## src/rtl/oka71_seq_ctrl.sv

```systemverilog
// oka71_seq_ctrl: 71-bit carry-less multiplier built from one time-shared 36-bit Karatsuba core over even/odd splits.
module oka71_kar36 (
  input  logic [35:0] x,
  input  logic [35:0] z,
  output logic [70:0] p
);
  function automatic logic [34:0] clm18(input logic [17:0] u, input logic [17:0] v);
    clm18 = '0;
    for (int i = 0; i < 18; i++) if (v[i]) clm18 ^= 35'(u) << i;
  endfunction
  logic [34:0] lo, hi, mid;
  always_comb begin
    lo  = clm18(x[17:0], z[17:0]);
    hi  = clm18(x[35:18], z[35:18]);
    mid = clm18(x[17:0] ^ x[35:18], z[17:0] ^ z[35:18]) ^ lo ^ hi;
    // lo and hi occupy disjoint bit ranges, so only the middle term needs xor-merging
    p   = {hi, 1'b0, lo} ^ (71'(mid) << 18);
  end
endmodule

module oka71_seq_ctrl #(
  parameter int N = 71
) (
  input  logic           clk,
  input  logic           rst_n,
  input  logic           in_valid,
  output logic           in_ready,
  input  logic [N-1:0]   a,
  input  logic [N-1:0]   b,
  output logic           out_valid,
  input  logic           out_ready,
  output logic [2*N-2:0] y,
  output logic           busy,
  output logic [15:0]    op_count
);
  typedef enum logic [2:0] {IDLE, MUL0, MUL1, MUL2, COMB, DONE} state_t;
  state_t state, nxt;
  logic [N-1:0] ra, rb, p0, p1, p2, pm, p1s;
  logic [35:0] ea, oa, eb, ob, mx, mz;
  logic [2*N-2:0] yc;
  oka71_kar36 u_kar (.x(mx), .z(mz), .p(pm));
  always_comb begin
    ea = '0;
    oa = '0;
    eb = '0;
    ob = '0;
    for (int i = 0; i < 36; i++) begin
      ea[i] = ra[2*i];
      eb[i] = rb[2*i];
    end
    for (int i = 0; i < 35; i++) begin
      oa[i] = ra[2*i+1];
      ob[i] = rb[2*i+1];
    end
    mx = state == MUL0 ? ea : state == MUL1 ? oa : ea ^ oa;
    mz = state == MUL0 ? eb : state == MUL1 ? ob : eb ^ ob;
  end
  // recombine: even bits get E*E plus x^2-shifted O*O, odd bits get the Karatsuba middle term
  always_comb begin
    yc  = '0;
    p1s = {p1[N-2:0], 1'b0};
    for (int i = 0; i < N; i++) yc[2*i] = p0[i] ^ p1s[i];
    for (int i = 0; i < N-1; i++) yc[2*i+1] = p0[i] ^ p1[i] ^ p2[i];
  end
  always_comb begin
    nxt = state;
    case (state)
      IDLE:    nxt = in_valid ? MUL0 : IDLE;
      MUL0:    nxt = MUL1;
      MUL1:    nxt = MUL2;
      MUL2:    nxt = COMB;
      COMB:    nxt = DONE;
      DONE:    nxt = out_ready ? IDLE : DONE;
      default: nxt = IDLE;
    endcase
  end
  always_ff @(posedge clk or negedge rst_n)
    if (!rst_n) state <= IDLE;
    else state <= nxt;
  always_ff @(posedge clk or negedge rst_n)
    if (!rst_n) begin
      ra       <= '0;
      rb       <= '0;
      p0       <= '0;
      p1       <= '0;
      p2       <= '0;
      y        <= '0;
      op_count <= '0;
    end else begin
      if (state == IDLE && in_valid) begin
        ra <= a;
        rb <= b;
      end
      if (state == MUL0) p0 <= pm;
      if (state == MUL1) p1 <= pm;
      if (state == MUL2) p2 <= pm;
      if (state == COMB) y <= yc;
      if (state == DONE && out_ready) op_count <= op_count + 16'd1;
    end
  assign in_ready  = state == IDLE;
  assign out_valid = state == DONE;
  assign busy      = state != IDLE;
endmodule

```

## config.mk

```make
export PLATFORM = sky130hd
export DESIGN_NAME = oka71_seq_ctrl
export DESIGN_NICKNAME = d
export VERILOG_FILES = /design/src/rtl/oka71_seq_ctrl.sv
export SDC_FILE = /design/constraint.sdc
export NUM_CORES = 2
export LEC_CHECK = 0
export CORE_AREA = 10 10 285 287
export CTS_CLUSTER_SIZE = 25
export DETAILED_ROUTE_END_ITERATION = 12
export DIE_AREA = 0 0 295 297
export HOLD_SLACK_MARGIN = 0.15
export PLACE_DENSITY = 0.79
export SYNTH_ARGS = -nofsm -noshare
export SYNTH_HDL_FRONTEND = slang
export SYNTH_SLANG_ARGS = --single-unit
```

## constraint.sdc

```tcl
create_clock -name clk -period 3.4 [get_ports clk]
set_input_delay 0.51 -clock clk [delete_from_list [all_inputs] [get_ports clk]]
set_output_delay 0.51 -clock clk [all_outputs]
set_load 0.005 [all_outputs]
```

==> flow_summary.ini <==
[sta]
hold_slack_ps = 474
post-route-period-util_pct = 109
setup_viol = 87
max_slew_margin_pct = 38.5
rsz0062_at_grt = true
fin_skew_ps = 10.6
clock.fmax_mhz = 270
tns_ps = -14360
slew_viol_final = 0
min_period_ps = 3700
tightest_slew_ps = 923
hold_viol = 0
fin_ws_ps = -305

[cts]
cts_buffers = 55
root_buffer = clkbuf_16
htree_levels = 2
cts_buffer_depth = 3
clk_pin_slew_worst_paths_ps = 60
cts_tree = built
clkSinkCount = 513
clk_latency_ps = 630

[yosys]
synth_top_area_share_pct = 34.3
synth_area_leaders = dfrtp_1 (34%), xnor2_1 (20%), nor2_1 (8.2%), xor2_1 (6.4%), nand2_1 (6.3%)
ys_async_sr_fraction_pct = 100
synth_cells = 4454
syn_nets = 4601
synthesis.area_um2 = 37400
synth_cell_types = 47
ys_ff_latch = 513
synth_area_leader_cell = dfrtp_1
synth_edf_count = 0
synth_area_per_cell_um2 = 8.40
ys.flop_type = dfrtp_1
yosysWarnings = 0
seq_area_frac_synth_pct = 34.3

[die]
start_util_pct = 49.6
die_h_um = 297
die_area_um2 = 87600
placementRows = 101
die_x_um = 295
io_pins = 306
core_um2 = 75400

[setup_path]
required_ps = 3880
crit_buf_inv = 6
cpPeakStageDelay_ps = 530
crit_path_top_delay_cell = dfrtp_4
critPathMaxFanout = 15
path_class = reg -> reg
arrival_ps = 4180
cp-end-kind = register
crit_top_cell = buf_4
crit_family = XOR/XNOR gates
start_kind = register
path_cells = buf_4 -> nor2_8 -> buf_6 -> o211ai_1 -> nand3_2 -> buf_4 -> buf_6 -> nor2_1 -> xor2_1 -> xnor2_1 -> xnor2_2 -> xnor2_2 -> buf_4 -> xnor3_2 -> xnor2_2 -> buf_4 -> o21ai_1

[global_route]
grt_start_max_net_pins = 92
grt_use_total_pct = 26.9
grt_overflow_total = 0
grt_pass1_wl_mm = 188
grt_pass1_vias = 32700
grt_antenna_before_repair = 0

[routing]
vias_per_cell = 5.44
finalWirelength_mm = 122
drtIter0Drc = 3153
wire_per_inst_um = 19.8
via_count = 33600
firstDrtPassIters = 6
route.detailed.drc = 0
ant_nets = 0

[finish]
post-route-util_pct = 65.0
num_antenna_cells = 0
multi_input_area_um2 = 24100
layout_commonest_cell = xnor2_1
fillCellCount = 5937
syn2layout_area_growth_pct = 31.0
layout.nets = 5301
drive_gt1_share_pct = 21.2
layout_common_cells = xnor2_1 (796), nor2_1 (792), nand2_1 (632), dfrtp_1 (510), buf_4 (507)
regArea_um2 = 12800

[placed_design]
pre_cts_ws_ps = -462
globalplace.congestion = 0.993
hpwl_mm = 90.0
io_buffers = 305

[min_path]
hp-class = reg -> reg

[flow_run]
maxCapViolations = 0

[status]
outcome = complete, but fails checks
violations = setup timing
[Yosys cell counts, types with 2 or more instances]
master    number
nand3_1       46
nand3_2       32
o21ai_0      357
xor2_2        23
buf_1          8
xnor2_2       10
nand2b_1      12
nor3b_1        2
a21o_1         2
clkbuf_1     145
or3_1          3
or2_2          2
a21oi_1       70
and3_1        73
nor2_1       815
a31oi_1        2
xnor2_1      860
nor2b_1        9
buf_6         19
nand4_1        3
nand2_1      633
o221ai_1       2
dfrtp_1      513
inv_1          6
o21ai_1       65
nand3_4        2
nor3_1        71
o211ai_1      68
and2_1         5
xor2_1       272
buf_2        102
xnor3_1       32
nor2_2         5
o31ai_1        2
buf_4         27
mux2_2       145
[worst paths after layout]
check	depth (start not counted)	startpoint	slack, ps	endpoint
worst max-delay path	17	state[1]	-300	p1[38]
worst min-delay path	2	y[97]	470	y[97]
worst max register to register	17	state[1]	-300	p1[38]
worst min register to register	2	y[97]	470	y[97]
max in group asynchronous	3	rst_n	1940	y[116]
min in group asynchronous	2	rst_n	520	ra[33]
[logic make-up after synthesis]
| logic type | synth area share [%] |
|---|---|
| adder cells (fa/ha/maj) | 0.0334 |
| flip-flops | 34.3 |
| buffers and inverters | 4.07 |
| multiplexers | 4.36 |
| AO/OA/AOI/OAI | 8.22 |
| AND/OR/NAND/NOR | 19.1 |
| XOR/XNOR | 29.9 |
[per-stage QoR]
stage | std cells | area, um2
2_1_floorplan | 4454 | 37400
6_report | 6175 | 49000
5_1_grt | 6175 | 49000
3_5_place_dp | 6023 | 45500
3_3_place_gp | 6023 | 45500
4_1_cts | 6130 | 47800
[what timing repair did]
item                                    in CTS  in global routing
gates resized for setup                     77                180
hold buffers                                 1                  0
buffers inserted                             6                 41
cloned                                       0                  4
pin swaps                                   13                 78
endpoints found under the hold margin       72                  0
endpoints found under the setup margin     109                127
[routing by layer]
layer	share of wire (%)	track usage [%]	wire [um]	vias to the layer above
li1	-	-	-	15700
met1	40	34.8	48900	16000
met2	47	44.3	57300	1564
met3	8.4	4.52	10300	341
met4	4.7	10.7	5700	0
met5	0	0	0	-
[registers in the layout, summed over array words and instances (netlist names)]
signal / flops
op_count: 16
p0: 71
p1: 70
p2: 70
ra: 71
rb: 71
state: 3
y: 141
[worst register-to-register path: stages, from the launching register on]
cell      delay (ps)
dfrtp_4          530
buf_4            170
nor2_8           160
buf_6            190
o211ai_1         120
nand3_2          140
buf_4            130
buf_6            180
nor2_1            80
xor2_1           170
xnor2_1          290
xnor2_2          140
xnor2_2          270
buf_4            190
xnor3_2          450
xnor2_2          150
buf_4            140
o21ai_1           50
[layout make-up]
class,count,area share [%]
inverter,6,0.0459
timing repair buffer,944,18.5
clock inverter,28,0.600
tap,978,2.50
sequential,513,26.2
clock buffer,72,3.12
multi-input combinational,3634,49.1
Power is not shown: default switching activity piles up to over one toggle a cycle in this logic, so the estimate is an artifact.
